<file path="config.mk">
export PLATFORM = sky130hd
export DESIGN_NAME = spi_txn_fsm
export DESIGN_NICKNAME = d
export VERILOG_FILES = /design/src/rtl/spi_txn_fsm.sv
export SDC_FILE = /design/constraint.sdc
export NUM_CORES = 1
export LEC_CHECK = 0
export CAP_MARGIN = 30
export CORE_MARGIN = 8
export CORE_UTILIZATION = 35
export DETAILED_ROUTE_END_ITERATION = 16
export GPL_TIMING_DRIVEN = 0
export PLACE_DENSITY = 0.59
export REMOVE_ABC_BUFFERS = 1
export SLEW_MARGIN = 20
export SYNTH_ARGS = -nofsm -noshare
export SYNTH_HDL_FRONTEND = slang
export SYNTH_SLANG_ARGS = --single-unit
</file>
<file path="constraint.sdc">
create_clock -name clk -period 5.2 [get_ports clk]
set_clock_uncertainty 0.1 [all_clocks]
set_input_delay 1.04 -clock clk [delete_from_list [all_inputs] [get_ports clk]]
set_output_delay 1.04 -clock clk [all_outputs]
set_load 0.01 [all_outputs]
</file>
<file path="src/rtl/spi_txn_fsm.sv">
// -----------------------------------------------------------------------------
// spi_txn_fsm
//
// Transaction controller for the SPI slave. It sequences one transaction:
// ADDR_BITS address bits, one R/W bit, then DATA_BITS data bits, either shifted
// in from MOSI (write) or shifted out on MISO (read).
//
// Ports:
//   clk       system clock
//   reset_n   synchronous active-low reset
//   cs_n      conditioned chip select, active low
//   sclk_pos  one-cycle SCLK rising-edge pulse
//   sclk_neg  one-cycle SCLK falling-edge pulse
//   rw_bit    shift register parallelOut[0] (last bit shifted in)
//   sr_shift  shift-register serial-shift enable (same cycle as the edge pulse)
//   sr_load   shift-register parallel-load enable
//   addr_we   address latch write enable
//   dm_we     data memory write enable
//   miso_en   MISO buffer enable
//   busy      high in any state other than idle
// -----------------------------------------------------------------------------
module spi_txn_fsm #(
    parameter int ADDR_BITS = 7,
    parameter int DATA_BITS = 8,
    parameter int MEM_LAT   = 1
) (
    input  logic clk,
    input  logic reset_n,
    input  logic cs_n,
    input  logic sclk_pos,
    input  logic sclk_neg,
    input  logic rw_bit,
    output logic sr_shift,
    output logic sr_load,
    output logic addr_we,
    output logic dm_we,
    output logic miso_en,
    output logic busy
);

    localparam int CNT_W = $clog2(DATA_BITS + 1);

    typedef enum logic [3:0] {
        s_idle,
        s_addr,
        s_latch,
        s_rwait,
        s_rload,
        s_rshift,
        s_wshift,
        s_wmem,
        s_done
    } state_t;

    state_t             state_reg;
    state_t             state_next;
    logic [CNT_W-1:0]   cnt_reg;
    logic [CNT_W-1:0]   cnt_next;
    logic               rw_reg;
    logic               rw_next;

    logic               cnt_inc;
    logic               shift_req;
    logic               load_req;
    logic               addr_req;
    logic               dm_req;
    logic               miso_req;

    // -------------------------------------------------------------------------
    // State register
    // -------------------------------------------------------------------------
    always_ff @(posedge clk) begin
        if (!reset_n) begin
            state_reg <= s_idle;
            cnt_reg   <= '0;
            rw_reg    <= 1'b0;
        end else begin
            state_reg <= state_next;
            cnt_reg   <= cnt_next;
            rw_reg    <= rw_next;
        end
    end

    // -------------------------------------------------------------------------
    // Next-state and output decode
    // -------------------------------------------------------------------------
    always_comb begin
        state_next = state_reg;
        rw_next    = rw_reg;
        cnt_inc    = 1'b0;
        shift_req  = 1'b0;
        load_req   = 1'b0;
        addr_req   = 1'b0;
        dm_req     = 1'b0;
        miso_req   = 1'b0;

        case (state_reg)
            s_idle: begin
                if (!cs_n) begin
                    state_next = s_addr;
                end
            end

            // Address bits followed by the R/W bit, all sampled on SCLK rise.
            s_addr: begin
                if (sclk_pos) begin
                    shift_req = 1'b1;
                    cnt_inc   = 1'b1;
                    if (cnt_reg == CNT_W'(ADDR_BITS)) begin
                        state_next = s_latch;
                    end
                end
            end

            // The R/W bit reached parallelOut[0] on the previous edge.
            s_latch: begin
                addr_req   = 1'b1;
                rw_next    = rw_bit;
                state_next = rw_bit ? s_rwait : s_wshift;
            end

            // Counts clk cycles (not SCLK) while the memory read settles.
            s_rwait: begin
                cnt_inc = 1'b1;
                if (cnt_reg == CNT_W'(MEM_LAT - 1)) begin
                    state_next = s_rload;
                end
            end

            s_rload: begin
                load_req   = 1'b1;
                miso_req   = rw_reg;
                state_next = s_rshift;
            end

            // The loaded MSB is already on MISO, so the first falling edge
            // (end of the R/W bit period) and the last one do not shift.
            s_rshift: begin
                miso_req = rw_reg;
                if (sclk_neg) begin
                    cnt_inc = 1'b1;
                    if (cnt_reg == CNT_W'(DATA_BITS)) begin
                        state_next = s_done;
                    end else if (cnt_reg != '0) begin
                        shift_req = 1'b1;
                    end
                end
            end

            s_wshift: begin
                if (sclk_pos) begin
                    shift_req = 1'b1;
                    cnt_inc   = 1'b1;
                    if (cnt_reg == CNT_W'(DATA_BITS - 1)) begin
                        state_next = s_wmem;
                    end
                end
            end

            s_wmem: begin
                dm_req     = 1'b1;
                state_next = s_done;
            end

            // Waits for chip select to drop; further SCLK edges are ignored.
            s_done: begin
            end

            default: begin
                state_next = s_idle;
            end
        endcase

        // Deselect aborts from any active state and beats a coincident edge.
        if ((state_reg != s_idle) && cs_n) begin
            state_next = s_idle;
            shift_req  = 1'b0;
        end

        cnt_next = (state_next != state_reg) ? '0 : (cnt_reg + CNT_W'(cnt_inc));
    end

    // Outputs are held low while reset is asserted.
    assign sr_shift = reset_n & shift_req;
    assign sr_load  = reset_n & load_req;
    assign addr_we  = reset_n & addr_req;
    assign dm_we    = reset_n & dm_req;
    assign miso_en  = reset_n & miso_req;
    assign busy     = reset_n & (state_reg != s_idle);

endmodule
</file>
; Yosys cells after proc, flatten, opt, wreduce, memory -nomap -nowiden
; Cells that the tools add are included.
[word_totals]
n_memories = 0
mem_bits_ro = 0
in_bits = 6
latchBits = 0
register_bits = 9
output_inout_bits = 6
ram_bits = 0
[op_classes]
reduce_logical = 8
magnitude_cmp = 0
div = 0
bitwise = 7
n_mux = 23
n_addsub = 1
mul = 0
shift = 0
eq_ne = 11
[op_table]
columns = op, count
row1 = 2-to-1 mux 4 bit, 9
row2 = one-hot mux 4 bit (9 select lines), 1
row3 = "== test 4 x 3 -> 1 bit, second input constant", 5
row4 = 2-to-1 mux 1 bit, 10
row5 = "== test 4 x 2 -> 1 bit, second input constant", 2
row6 = "== test 4 bit, second input constant", 2
row7 = zero test 4 bit, 2
row8 = nonzero test 4 bit, 2
row9 = AND 1 bit, 6
row10 = OR reduction 2 bit, 3
row11 = adder 4 x 1 -> 4 bit, 1
row12 = "== test 4 x 1 -> 1 bit, second input constant", 1
row13 = inequality test 4 bit, 1
row14 = 2-to-1 mux 3 bit, 1
row15 = one-hot mux 1 bit (3 select lines), 1
row16 = one-hot mux 1 bit (2 select lines), 1
row17 = logical AND 1 bit, 1
row18 = inverter 1 bit, 1

; Depth between registers and ports, before layout
; Gate-level depths: netlist (run 1).
[logic_depth]
ltp_word = 7
ltp_mapped = 11

; Worst setup path after synthesis (run 1)
; Ideal clock, no wire load.
[synth_timing]
path_type = input port to output port
startpoint = input port sclk_neg
endpoint = output port sr_shift
stages = 5
path_buffers = 0
path_slack_ps = 2508
t_arrival_ps = 1552
cell_sequence = nand2_1 nor2_1 a21oi_1 o22ai_1 and3_1
[synth_between]
elab_chain_len = 4
[synth_lines]
columns = item, line
row1 = "start, declared", 31  ; input logic sclk_neg,
row2 = 2-to-1 mux 1 bit, 140  ; if (sclk_neg) begin
row3 = one-hot mux 1 bit (2 select lines), 97  ; case (state_reg)
row4 = 2-to-1 mux 1 bit, 175  ; if ((state_reg != s_idle) && cs_n) begin
row5 = AND 1 bit, 184  ; assign sr_shift = reset_n & shift_req;
row6 = "end, declared", 33  ; output logic sr_shift,
; No other way between the ends.

; Worst setup path after layout (run 1)
; Ends and elaborated chain as after synthesis.

==> summary.txt, run 1 <==
status -> complete, no violations
Synth Warn # -> 0
crit-path max FO -> 5
Via density -> 5.32
Internal -> 0.111 mW
post-route cell area -> 886 µm²
fraction of layout cells with a size suffix above 1 -> 0.0776
Worst setup EP type -> output port
full die area -> 3910 µm²
# IOs -> 12
Die X -> 62.5 µm
HP Class -> flop to flop
starting density of the core -> 0.356
gpl congestion -> 0.808
share of power burned in registers -> 0.484
synthesized area -> 757 µm²
FF-to-FF End -> cnt_reg[3]
H-tree level count -> 1
Setup CP Type -> input port to output port
Sw Share -> 0.274
Cell Chain, Critical Path -> clkdlybuf4s50_1 > nand2_1 > nor2_1 > a21oi_1 > o22ai_1 > and3_1 > clkdlybuf4s50_1
largest net degree at the start of global routing -> 20
crit path DAT -> 2.70 ns
setup slack at placement -> 1.36 ns
DRC -> 0
Max VDD drop -> 0.159 mV
top_reg_cell synth -> dfxtp_1
Die Span Y -> 62.5 µm
Crit path largest cell delay -> 0.55 ns
instance count of the mapped netlist -> 108
Remaining Overflow, GRT -> 0
hold endpoint -> rw_reg
clock sinks -> 9
worst r2r path cells -> 6
most frequent cells in the layout -> 19 x nor2_1, 11 x clkdlybuf4s50_1, 9 x nand2_1, 9 x dfxtp_1
Buffers on Ports -> 11
row count -> 17
fin crit period -> 3.84 ns
multiplexer area fraction after synthesis -> 0
Setup TNS -> 0 ns
Hold Crit Depth -> 2
Final nets -> 125
largest family of logic cells by synthesized area -> simple AND/OR/NAND/NOR gates
Adder-Cell Fraction of Synth Area -> 0.0331
post-route clock period utilization -> 0.738
RSZ-0062 raised after global routing -> false
slew margin rel. -> 0.604
routed len/inst -> 12.3 µm
clk root buf -> clkbuf_4
HP Start -> rw_reg
clock slew at reported path FFs -> 0.06 ns
Psw -> 0.0420 mW
initial antenna violation count -> 0
flop2flop setup slack -> 2.97 ns
slew of the pin with the lowest slew margin -> 0.593 ns
Layout area overhead -> 17.0%
startpoint types -> input port
Reg2Reg Launch Point -> state_reg[1]
Worst EP required -> 4.06 ns
worst skew pair latency -> 0.26 ns
Syn Area/Cell -> 7.01 µm²
Post-DP HPWL -> 1.35 mm
register area share after synthesis -> 0.238
Post-CTS Setup Bufs -> 0
Antenna diodes -> 0
Hold Buf Count CTS -> 0
EDFF count, synth -> 0
Final Max Slew Viols -> 0
Comb power frac -> 0.168
Final Routed Wirelength -> 1.77 mm
CTS resizes -> 0
clock share of power -> 0.348
first-pass GRT wire length -> 3.19 mm
Max Clock Freq -> 0.261 GHz
placed instance area -> 860 µm²
leakage power -> 0.305 nW
CTS tree -> built
post-synthesis xor/xnor area fraction -> 0.0347
total CTS buffers -> 3
clock buffer depth -> 2
Total Routing Usage GR -> 0.0959
Vias -> 766
Starting DRT DRC Count -> 7
post-route antenna net violation count -> 0
commonest non-fill, non-tap cell in the layout -> nor2_1
Pre-antenna DRT Iters -> 4
FFs w/ async S/R, synth -> 0
Max Cap Viol -> 0
simple-gate share of the synthesized area -> 0.380
most used cell, CP -> clkdlybuf4s50_1
compound-gate portion of the synthesized area -> 0.223
number of synthesized register bits -> 9
final setup margin -> 1.36 ns
hold violation count in the final report -> 0
Slowest-stage cell, CP -> clkdlybuf4s50_1
core area -> 2130 µm²
Pwr Density -> 173 nW/µm²
Yosys cell types -> 39
vias in the first global route -> 720
Final setup viols -> 0
[worst max-delay path: cells and delay by family]
| family | cells | cell delay, ns |
|---|---|---|
| buffers and inverters | 2 | 1.08 |
| and+or+nand+nor | 3 | 0.38 |
| AOI/OAI and AO/OA | 2 | 0.22 |
[Yosys cell counts (all sizes together), types with 2 or more instances]
cell type  count  area [µm²]
a21boi         2        15.0
a21oi          7        35.0
a311oi         2        23.8
a31oi          2        12.5
and2           2        12.5
and3           2        12.5
buf            6        38.8
dfxtp          9         180
ha             2        25.0
inv            7        26.3
nand2         10        40.0
nand2b         2        12.5
nand3          4        20.0
nand4          3        25.0
nor2          19        71.3
nor3           3        20.0
nor4           2        12.5
o21ai          7        35.0
o22ai          2        12.5
xnor2          3        26.3
[metal layers]
metal | part of all wire | wire length [µm] | global-route usage
met1 | 0.48 | 855 | 0.120
met2 | 0.46 | 813 | 0.145
met3 | 0.055 | 98 | 0.0448
met4 | 0 | 0 | 0.0228
met5 | 0 | 0 | 0
[final cells by class]
| cell class | count | area (µm²) |
|---|---|---|
| Fill cell | 242 | 1240 |
| Clock buffer | 4 | 26.3 |
| Tap cell | 28 | 35.0 |
| Multi-Input combinational cell | 85 | 508 |
| Timing Repair Buffer | 11 | 110 |
| Inverter | 7 | 26.3 |
| Sequential cell | 9 | 180 |
[how the worst max path moves through the flow]
stage,startpoint,to,slack [ns]
after floorplan,sclk_neg,sr_shift,2.51
after global routing,sclk_neg,sr_shift,1.25
after CTS,sclk_neg,sr_shift,1.36
after detailed placement,sclk_neg,sr_shift,1.36
final,sclk_neg,sr_shift,1.36
after global placement,sclk_neg,sr_shift,1.36
[cells by family after synthesis]
kind of cell,count (synthesis)
and+or+nand+nor,54
AOI/OAI and AO/OA,26
buffers and inverters,14
DFF,9
xor gates and xnor gates,3
adders and majority gates,2
[power by group through the flow]
stage / clock network (mW) / registers, mW / logic, mW
after floorplan: 0 / 0.0746 / 0.0157
after global placement: 0 / 0.0758 / 0.0254
after detailed placement: 0 / 0.0758 / 0.0256
after CTS: 0.0560 / 0.0742 / 0.0260
after global routing: 0.0603 / 0.0746 / 0.0288
final: 0.0534 / 0.0742 / 0.0258
[per-stage QoR]
| step | total power, mW | cells | hold WS [ns] | utilization |
|---|---|---|---|---|
| after CTS | 0.156 | 144 | 0.380 | 0.416 |
| final | 0.153 | 144 | 0.380 | 0.416 |
| after detailed placement | 0.101 | 140 | 0.372 | 0.404 |
| after global placement | 0.101 | 140 | 0.372 | 0.404 |
| after global routing | 0.164 | 144 | 0.414 | 0.416 |
| after floorplan | 0.0902 | 101 | 0.352 | - |
Note: power is estimated with default switching activity, not from simulation.
==> inputs of run 2 (changes only) <==
--- a/config.mk
+++ b/config.mk
@@ -10,7 +10,7 @@
 export CORE_UTILIZATION = 35
 export DETAILED_ROUTE_END_ITERATION = 16
 export GPL_TIMING_DRIVEN = 0
-export PLACE_DENSITY = 0.59
+export PLACE_DENSITY = 0.61
 export REMOVE_ABC_BUFFERS = 1
 export SLEW_MARGIN = 20
 export SYNTH_ARGS = -nofsm -noshare
==> constraint.sdc (replaced) <==
create_clock -name clk -period 3.3 [get_ports clk]
set_clock_uncertainty 0.1 [all_clocks]
set_input_delay 0.66 -clock clk [delete_from_list [all_inputs] [get_ports clk]]
set_output_delay 0.66 -clock clk [all_outputs]
set_load 0.01 [all_outputs]
==> summary.txt, run 2 (synthesis gave the netlist of run 1 again) <==
status -> complete, no violations
Setup CP Type -> flop to output port
leakage power -> 0.305 nW (unchanged)
vias in the first global route -> 671 (-6.8%)
routed len/inst -> 12.6 µm (+2.4%)
fin crit period -> 3.11 ns
Hold Buf Count CTS -> 0 (unchanged)
CTS resizes -> 0 (unchanged)
Total Routing Usage GR -> 0.0942 (-0.00176)
# IOs -> 12 (unchanged)
Buffers on Ports -> 11 (unchanged)
commonest non-fill, non-tap cell in the layout -> nor2_1
Remaining Overflow, GRT -> 0 (unchanged)
DRC -> 0 (unchanged)
crit-path max FO -> 19 (+14)
clock sinks -> 9 (unchanged)
full die area -> 3910 µm² (unchanged)
hold violation count in the final report -> 0 (unchanged)
Pre-antenna DRT Iters -> 4 (unchanged)
total CTS buffers -> 3 (unchanged)
Die Span Y -> 62.5 µm (unchanged)
Setup TNS -> 0 ns (unchanged)
slew of the pin with the lowest slew margin -> 0.599 ns (+0.00646 ns)
most frequent cells in the layout -> 19 x nor2_1, 11 x clkdlybuf4s50_1, 9 x nand2_1, 9 x dfxtp_1
Antenna diodes -> 0 (unchanged)
Final nets -> 125 (unchanged)
H-tree level count -> 1 (unchanged)
largest net degree at the start of global routing -> 20 (unchanged)
Via density -> 5.38 (+1.2%)
Post-DP HPWL -> 1.37 mm (+1.7%)
Max VDD drop -> 0.216 mV (+36%)
crit path DAT -> 2.35 ns (-0.35 ns)
Worst EP required -> 2.54 ns (-1.52 ns)
Max Cap Viol -> 0 (unchanged)
HP Class -> flop to flop
Layout area overhead -> 17.0% (unchanged)
post-route clock period utilization -> 0.943
Final setup viols -> 0 (unchanged)
slew margin rel. -> 0.600 (-0.00431)
fraction of layout cells with a size suffix above 1 -> 0.0776 (unchanged)
Post-CTS Setup Bufs -> 0 (unchanged)
first-pass GRT wire length -> 3.03 mm (-5.0%)
final setup margin -> 0.188 ns (-1.17 ns)
post-route antenna net violation count -> 0 (unchanged)
Starting DRT DRC Count -> 21 (+14)
Worst setup EP type -> output port
clock buffer depth -> 2 (unchanged)
RSZ-0062 raised after global routing -> false
startpoint types -> flop
Final Routed Wirelength -> 1.81 mm (+2.4%)
clk root buf -> clkbuf_4
setup slack at placement -> 0.215 ns (-1.15 ns)
row count -> 17 (unchanged)
CTS tree -> built
Die X -> 62.5 µm (unchanged)
gpl congestion -> 0.816 (+0.98%)
starting density of the core -> 0.356 (unchanged)
Pwr Density -> 275 nW/µm² (+59%)
initial antenna violation count -> 0 (unchanged)
Vias -> 775 (+1.2%)
clock slew at reported path FFs -> 0.06 ns (about the same)
Max Clock Freq -> 0.321 GHz
Final Max Slew Viols -> 0 (unchanged)
Pwr Total -> 0.244 mW (+59%)
core area -> 2130 µm² (unchanged)
worst skew pair latency -> 0.26 ns (about the same)
[run 2: final timing paths]
check                    start    endpoint  slack (ns)  cells after the start
hold reg to reg         rw_reg      rw_reg        0.39                      2
setup reg to reg  state_reg[1]  cnt_reg[3]        1.10                      6
hold / removal          rw_reg      rw_reg        0.39                      2
setup / recovery  state_reg[2]    sr_shift        0.19                      7
[run 2: cell type report]
| cell class | count | area, µm² |
|---|---|---|
| clock buffer | 4 | 26.3 |
| fill | 233 | 1240 |
| inverter | 7 | 26.3 |
| multi-input combinational | 85 | 508 |
| sequential | 9 | 180 |
| tap | 28 | 35.0 |
| timing repair buffer | 11 | 110 |
[run 2: worst max-delay path, stage by stage, from the launching register on]
cell and delay [ns]:
dfxtp_1 0.70, and4bb_1 0.30, nand2_1 0.06, nor2_1 0.12, a21oi_1 0.05, o22ai_1 0.16
and3_1 0.17, clkdlybuf4s50_1 0.53
[run 2: layer usage]
| layer | vias to the layer above | GRT usage | wire length [µm] |
|---|---|---|---|
| met5 | - | 0 | 0 |
| li1 | 397 | - | - |
| met1 | 350 | 0.114 | 851 |
| met3 | 2 | 0.0466 | 160 |
| met2 | 26 | 0.140 | 789 |
| met4 | 0 | 0.0342 | 10 |
[run 2: where the power goes]
| group | internal [mW] | leakage [nW] | total (mW) | switching, mW |
|---|---|---|---|---|
| Combinational | 0.0186 | 0.217 | 0.0408 | 0.0222 |
| Clock | 0.0466 | 0.0150 | 0.0855 | 0.0388 |
| Sequential | 0.110 | 0.0728 | 0.117 | 0.00680 |
| Total | 0.176 | 0.305 | 0.244 | 0.0678 |
[run 2: metrics by stage]
| stage | area (µm²) | util | hold slack [ns] | instances |
|---|---|---|---|---|
| finish | 886 | 0.416 | 0.388 | 144 |
| detailed placement | 860 | 0.404 | 0.378 | 140 |
| global placement | 860 | 0.404 | 0.372 | 140 |
| global route | 886 | 0.416 | 0.446 | 144 |
| floorplan | 714 | - | 0.352 | 101 |
| CTS | 886 | 0.416 | 0.392 | 144 |
